File: config.mk
export PLATFORM = sky130hd
export DESIGN_NAME = vga_patgen
export DESIGN_NICKNAME = d
export VERILOG_FILES = /design/src/rtl/vga_patgen.sv
export SDC_FILE = /design/constraint.sdc
export NUM_CORES = 1
export LEC_CHECK = 0
export ABC_AREA = 1
export CAP_MARGIN = 20
export CORE_ASPECT_RATIO = 1.25
export CORE_MARGIN = 4
export CORE_UTILIZATION = 57
export DETAILED_ROUTE_END_ITERATION = 12
export PLACE_DENSITY = 0.82
export SYNTH_ARGS = -nofsm -noshare
export SYNTH_HDL_FRONTEND = slang
export SYNTH_SLANG_ARGS = --single-unit
File: constraint.sdc
create_clock -name i_pixclk -period 2.7 [get_ports i_pixclk]
set_input_delay 0.54 -clock i_pixclk [delete_from_list [all_inputs] [get_ports i_pixclk]]
set_output_delay 0.54 -clock i_pixclk [all_outputs]
set_load 0.02 [all_outputs]
File: src/rtl/vga_patgen.sv
// Multi-mode test-pattern source for the pixel-clock domain: colour bars, crosshatch,
// grey ramp, checkerboard, solid fill and moving bar, with an optional white border.
module vga_patgen #(
  parameter int BPC       = 8,
  parameter int HW        = 12,
  parameter int VW        = 12,
  parameter int GRID_LOG2 = 5,
  parameter int CHK_LOG2  = 4,
  parameter int MOV_STEP  = 4,
  parameter int MOV_WIDTH = 16,
  localparam int BPP      = 3 * BPC
) (
  input  logic           i_pixclk,
  input  logic           i_reset_n,
  input  logic [HW-1:0]  i_width,
  input  logic [VW-1:0]  i_height,
  input  logic [2:0]     i_mode,
  input  logic [BPP-1:0] i_color,
  input  logic           i_border,
  input  logic           i_rd,
  input  logic           i_newline,
  input  logic           i_newframe,
  output logic [BPP-1:0] o_pixel,
  output logic [2:0]     o_mode
);

  logic [HW-1:0]  hpos;
  logic [VW-1:0]  ypos;
  logic [2:0]     bar;
  logic [HW-1:0]  bar_edge;
  logic [HW-1:0]  mov_pos;
  logic [2:0]     mode_r;
  logic           border_r;
  logic           dline;

  logic [HW-1:0]  step;
  logic [HW:0]    mov_sum;
  logic [HW:0]    mov_end;
  logic [HW:0]    hpos_inc;
  logic           edge_hit;
  logic           on_border;
  logic [BPP-1:0] pattern;

  assign step     = i_width >> 3;
  assign mov_sum  = {1'b0, mov_pos} + (HW+1)'(MOV_STEP);
  assign mov_end  = {1'b0, mov_pos} + (HW+1)'(MOV_WIDTH);
  // Extra bit keeps a zero bar_edge (width < 8) from ever matching on hpos wrap.
  assign hpos_inc = {1'b0, hpos} + (HW+1)'(1);
  assign edge_hit = (hpos_inc == {1'b0, bar_edge});

  assign on_border = border_r && ((hpos == '0) || (hpos == i_width - HW'(1)) ||
                                  (ypos == '0) || (ypos == i_height - VW'(1)));

  always_comb begin
    pattern = '0;
    case (mode_r)
      // R = ~bar[1], G = ~bar[2], B = ~bar[0] gives white..black in broadcast order.
      3'd0: pattern = {{BPC{~bar[1]}}, {BPC{~bar[2]}}, {BPC{~bar[0]}}};
      3'd1: if ((hpos[GRID_LOG2-1:0] == '0) || (ypos[GRID_LOG2-1:0] == '0)) pattern = '1;
      3'd2: pattern = {3{hpos[BPC-1:0]}};
      3'd3: if (hpos[CHK_LOG2] ^ ypos[CHK_LOG2]) pattern = '1;
      3'd4: pattern = i_color;
      3'd5: if (({1'b0, hpos} >= {1'b0, mov_pos}) && ({1'b0, hpos} < mov_end)) pattern = '1;
      default: pattern = '0;
    endcase
    if (on_border) pattern = '1;
  end

  always_ff @(posedge i_pixclk or negedge i_reset_n) begin
    if (!i_reset_n) begin
      hpos     <= '0;
      ypos     <= '0;
      bar      <= '0;
      bar_edge <= '0;
      mov_pos  <= '0;
      mode_r   <= '0;
      border_r <= 1'b0;
      dline    <= 1'b0;
      o_pixel  <= '0;
    end else if (i_newframe) begin
      hpos     <= '0;
      ypos     <= '0;
      bar      <= '0;
      bar_edge <= step;
      dline    <= 1'b0;
      mode_r   <= i_mode;
      border_r <= i_border;
      mov_pos  <= (mov_sum >= {1'b0, i_width}) ? '0 : mov_sum[HW-1:0];
    end else if (i_newline) begin
      hpos     <= '0;
      bar      <= '0;
      bar_edge <= step;
      dline    <= 1'b0;
      if (dline) ypos <= ypos + VW'(1);
    end else if (i_rd) begin
      o_pixel <= pattern;
      dline   <= 1'b1;
      hpos    <= hpos_inc[HW-1:0];
      if (edge_hit && (bar != 3'd7)) begin
        bar      <= bar + 3'd1;
        bar_edge <= bar_edge + step;
      end
    end
  end

  assign o_mode = mode_r;

endmodule

==> impl_metrics.toml <==
[outcome]
status = "finished clean"

[worst_setup_path]
crit_path_max_incr_delay_ns = 0.42
critPathArrivalTime_ns = 2.96
cp_max_fo = 8
cpLargestDelayFamily = "compound AO/OA/AOI/OAI gates"
crit_type = "flip-flop to flip-flop"
crit_slowest_cell = "dfrtp_1"
cpMostUsedCell = "nor2_1"
critPathCaptureType = "flip-flop"
path_cells = "ha_2, buf_4, xnor2_1, nand2_1, o21ai_0, inv_1, ha_1, a21oi_1, nor2_1, a211oi_1, nor2_1, nor2_1, nand3_1, buf_6, o22ai_2"
path_buf_inv = 3
cp.required_ns = 2.96
start_kind = "flip-flop"

[cells_and_area]
multi_input_area_mm2 = 0.00431
layout_commonest_cell = "nand2_1"
seq_area_mm2 = 0.00195
stdcell_area_mm2 = 0.00855
drive_gt1_share_pct = 11.4
layout_common_cells = "336 x nand2_1, 102 x inv_1, 99 x nor2_1"
antennaDiodeCount = 0
areaGrowthSynthToFinish_pct = 28.6
fin_util_pct = 76.0
fillers = 888
nNetsFinal = 1266
stdcell_count = 1300

[cts]
htreeDepth = 3
cts.sinks = 78
numCtsBuffers = 9
clk_path_buf_depth = 2
cts_tree = "built"
clk_latency_ns = 0.35
clk_pin_slew_worst_paths_ns = 0.06
cts_root_buf = "clkbuf_16"

[synthesis]
synth_area_mm2 = 0.00665
syn_nets = 1130
yosys.area.top_type = "dfrtp_1"
synth_area_leaders = "dfrtp_1 29%, nand2_1 19%, ha_1 9.0%, nand3_1 7.4%, inv_1 6.0%"
synth-edff-count = 0
yosysUniqueCellTypes = 42
avgSynthCellArea_um2 = 6.50
synth_top_area_share_pct = 29.3
yosysSeqAreaShare_pct = 29.3
ys_warn_count = 0
synthFlopType = "dfrtp_1"
async_reset_ff_share_pct = 100
postSynthCellCount = 1024
postSynthRegisterBits = 78

[power_and_ir_drop]
powerDensity_mw_per_mm2 = 602
total_power_mw = 5.14
p_sw_mw = 1.97
p_int_mw = 3.17
p_clk_share_pct = 26.3
p_leak_nw = 4.43
p_seq_share_pct = 29.4
swShare_pct = 38.3
comb_power_share_pct = 44.3
max-vdd-ir-drop_mv = 0.394

[floorplanning]
rows = 43
dieWidth_um = 105
die_h_um = 129
io_pins = 84
fp.dieArea_mm2 = 0.0135
start_util_pct = 59.2
core_mm2 = 0.0112

[route]
antenna_left = 0
drt_first_pass_iters = 6
via_per_inst = 5.64
wl_per_cell_um = 15.8
wl_um = 20600
via_count = 7337
post-route-drc-count = 0
drt_iter0_drc = 642

[global_route]
gr-total-overflow = 0
grt_pass1_wl_um = 32100
grt_start_max_net_pins = 42
grt_pass1_vias = 6844
grt_util_all_layers_pct = 29.4
antenna_found_initial = 0

[timing]
fmax_mhz = 372
final_max_slew_viol_count = 0
finalHoldViolCount = 0
setup_viol = 0
clock_skew_ns = 0.00880
relSlewSlack_pct = 50.9
final.min_clock_period_ns = 2.69
fin_hold_ws_ns = 0.172
tightest_slew_ns = 0.731
fin_crit_sh_pct = 99.7
rsz0062_at_grt = "true"

[placed_design]
place_area_mm2 = 0.00804
gp_congestion = 0.964
hpwl_um = 15400
dpl.cell_count = 1278
portBuffers = 83

[min_path]
hold_class = "input pin to asynchronous set/reset pin"

[flow_run]
drv_cap = 0
-- per-layer routing --
| metal | track usage, % | up-vias | wire [um] |
|---|---|---|---|
| met4 | 16.0 | 0 | 1070 |
| li1 | - | 3612 | - |
| met5 | 0 | - | 0 |
| met2 | 52.1 | 311 | 10200 |
| met1 | 34.0 | 3325 | 7930 |
| met3 | 5.22 | 89 | 1350 |
-- synth_stat cells (18+ instances only) --
cell and instances:
o22ai_1 18, inv_1 106, o21ai_0 44, xor2_1 21
nand2_1 341, ha_1 48, nand3_1 99, nand4_1 18
clkbuf_1 20, nor2_1 103, a21oi_1 41, dfrtp_1 78
-- flip-flops by register name, summed over array words and instances, names as in the netlist --
name / flops
bar: 3
bar_edge: 12
border_r: 1
dline: 1
hpos: 12
mov_pos: 10
o_mode: 3
o_pixel: 24
ypos: 12
-- repair_timing --
item                                    4_1_cts  5_1_grt
endpoints found under the setup margin       16       34
cloned                                        0        0
pin swaps                                     1       14
setup buffers                                 0        6
hold buffers                                  0        0
gates resized for setup                       2       34
-- power groups by stage --
stage | registers (mW) | logic (mW) | clock network [mW]
floorplan | 1.60 | 1.17 | 0
global placement | 1.51 | 2.04 | 0
detailed placement | 1.52 | 2.07 | 0
CTS | 1.51 | 2.09 | 1.34
global route | 1.54 | 2.53 | 1.41
finish | 1.51 | 2.28 | 1.35
-- stage by stage --
stage / setup WS [ns] / TNS (ns)
finish: 0.00884 / 0
global route: -0.103 / -1.57
CTS: 0.0106 / 0
detailed placement: -0.0635 / -0.883
global placement: -0.00156 / -0.00156
floorplan: 0.251 / 0
-- cells by family (layout without fill, tap and decap cells) --
kind of cell	Yosys count	after routing	synth area share, %
and+or+nand+nor	609	609	39.1
DFF	78	78	29.3
muxes	1	1	0.150
AOI/OAI and AO/OA	118	118	9.73
buffers and inverters	136	277	8.05
adders and majority gates	49	49	9.33
xor gates and xnor gates	33	33	4.35
-- final timing paths --
kind	startpoint	end	slack (ns)	depth (start not counted)
worst max-delay path	mov_pos[5]	mov_pos[5]	0.009	15
worst min-delay path	i_reset_n	bar_edge[2]	0.17	1
worst max register to register	mov_pos[5]	mov_pos[5]	0.009	15
worst min register to register	o_pixel[2]	o_pixel[2]	0.48	2
max in group asynchronous	i_reset_n	bar_edge[10]	1.92	2
min in group i_pixclk	o_pixel[2]	o_pixel[2]	0.48	2
-- final cells by class --
cell class                 instances  area share [%]
inverter                         109            4.78
sequential                        78            22.8
tap                              135            1.98
clock inverter                     6            1.11
multi-input combinational        810            50.4
clock buffer                      10            2.68
timing repair buffer             152            16.3
Note: power is estimated with default switching activity, not from simulation.
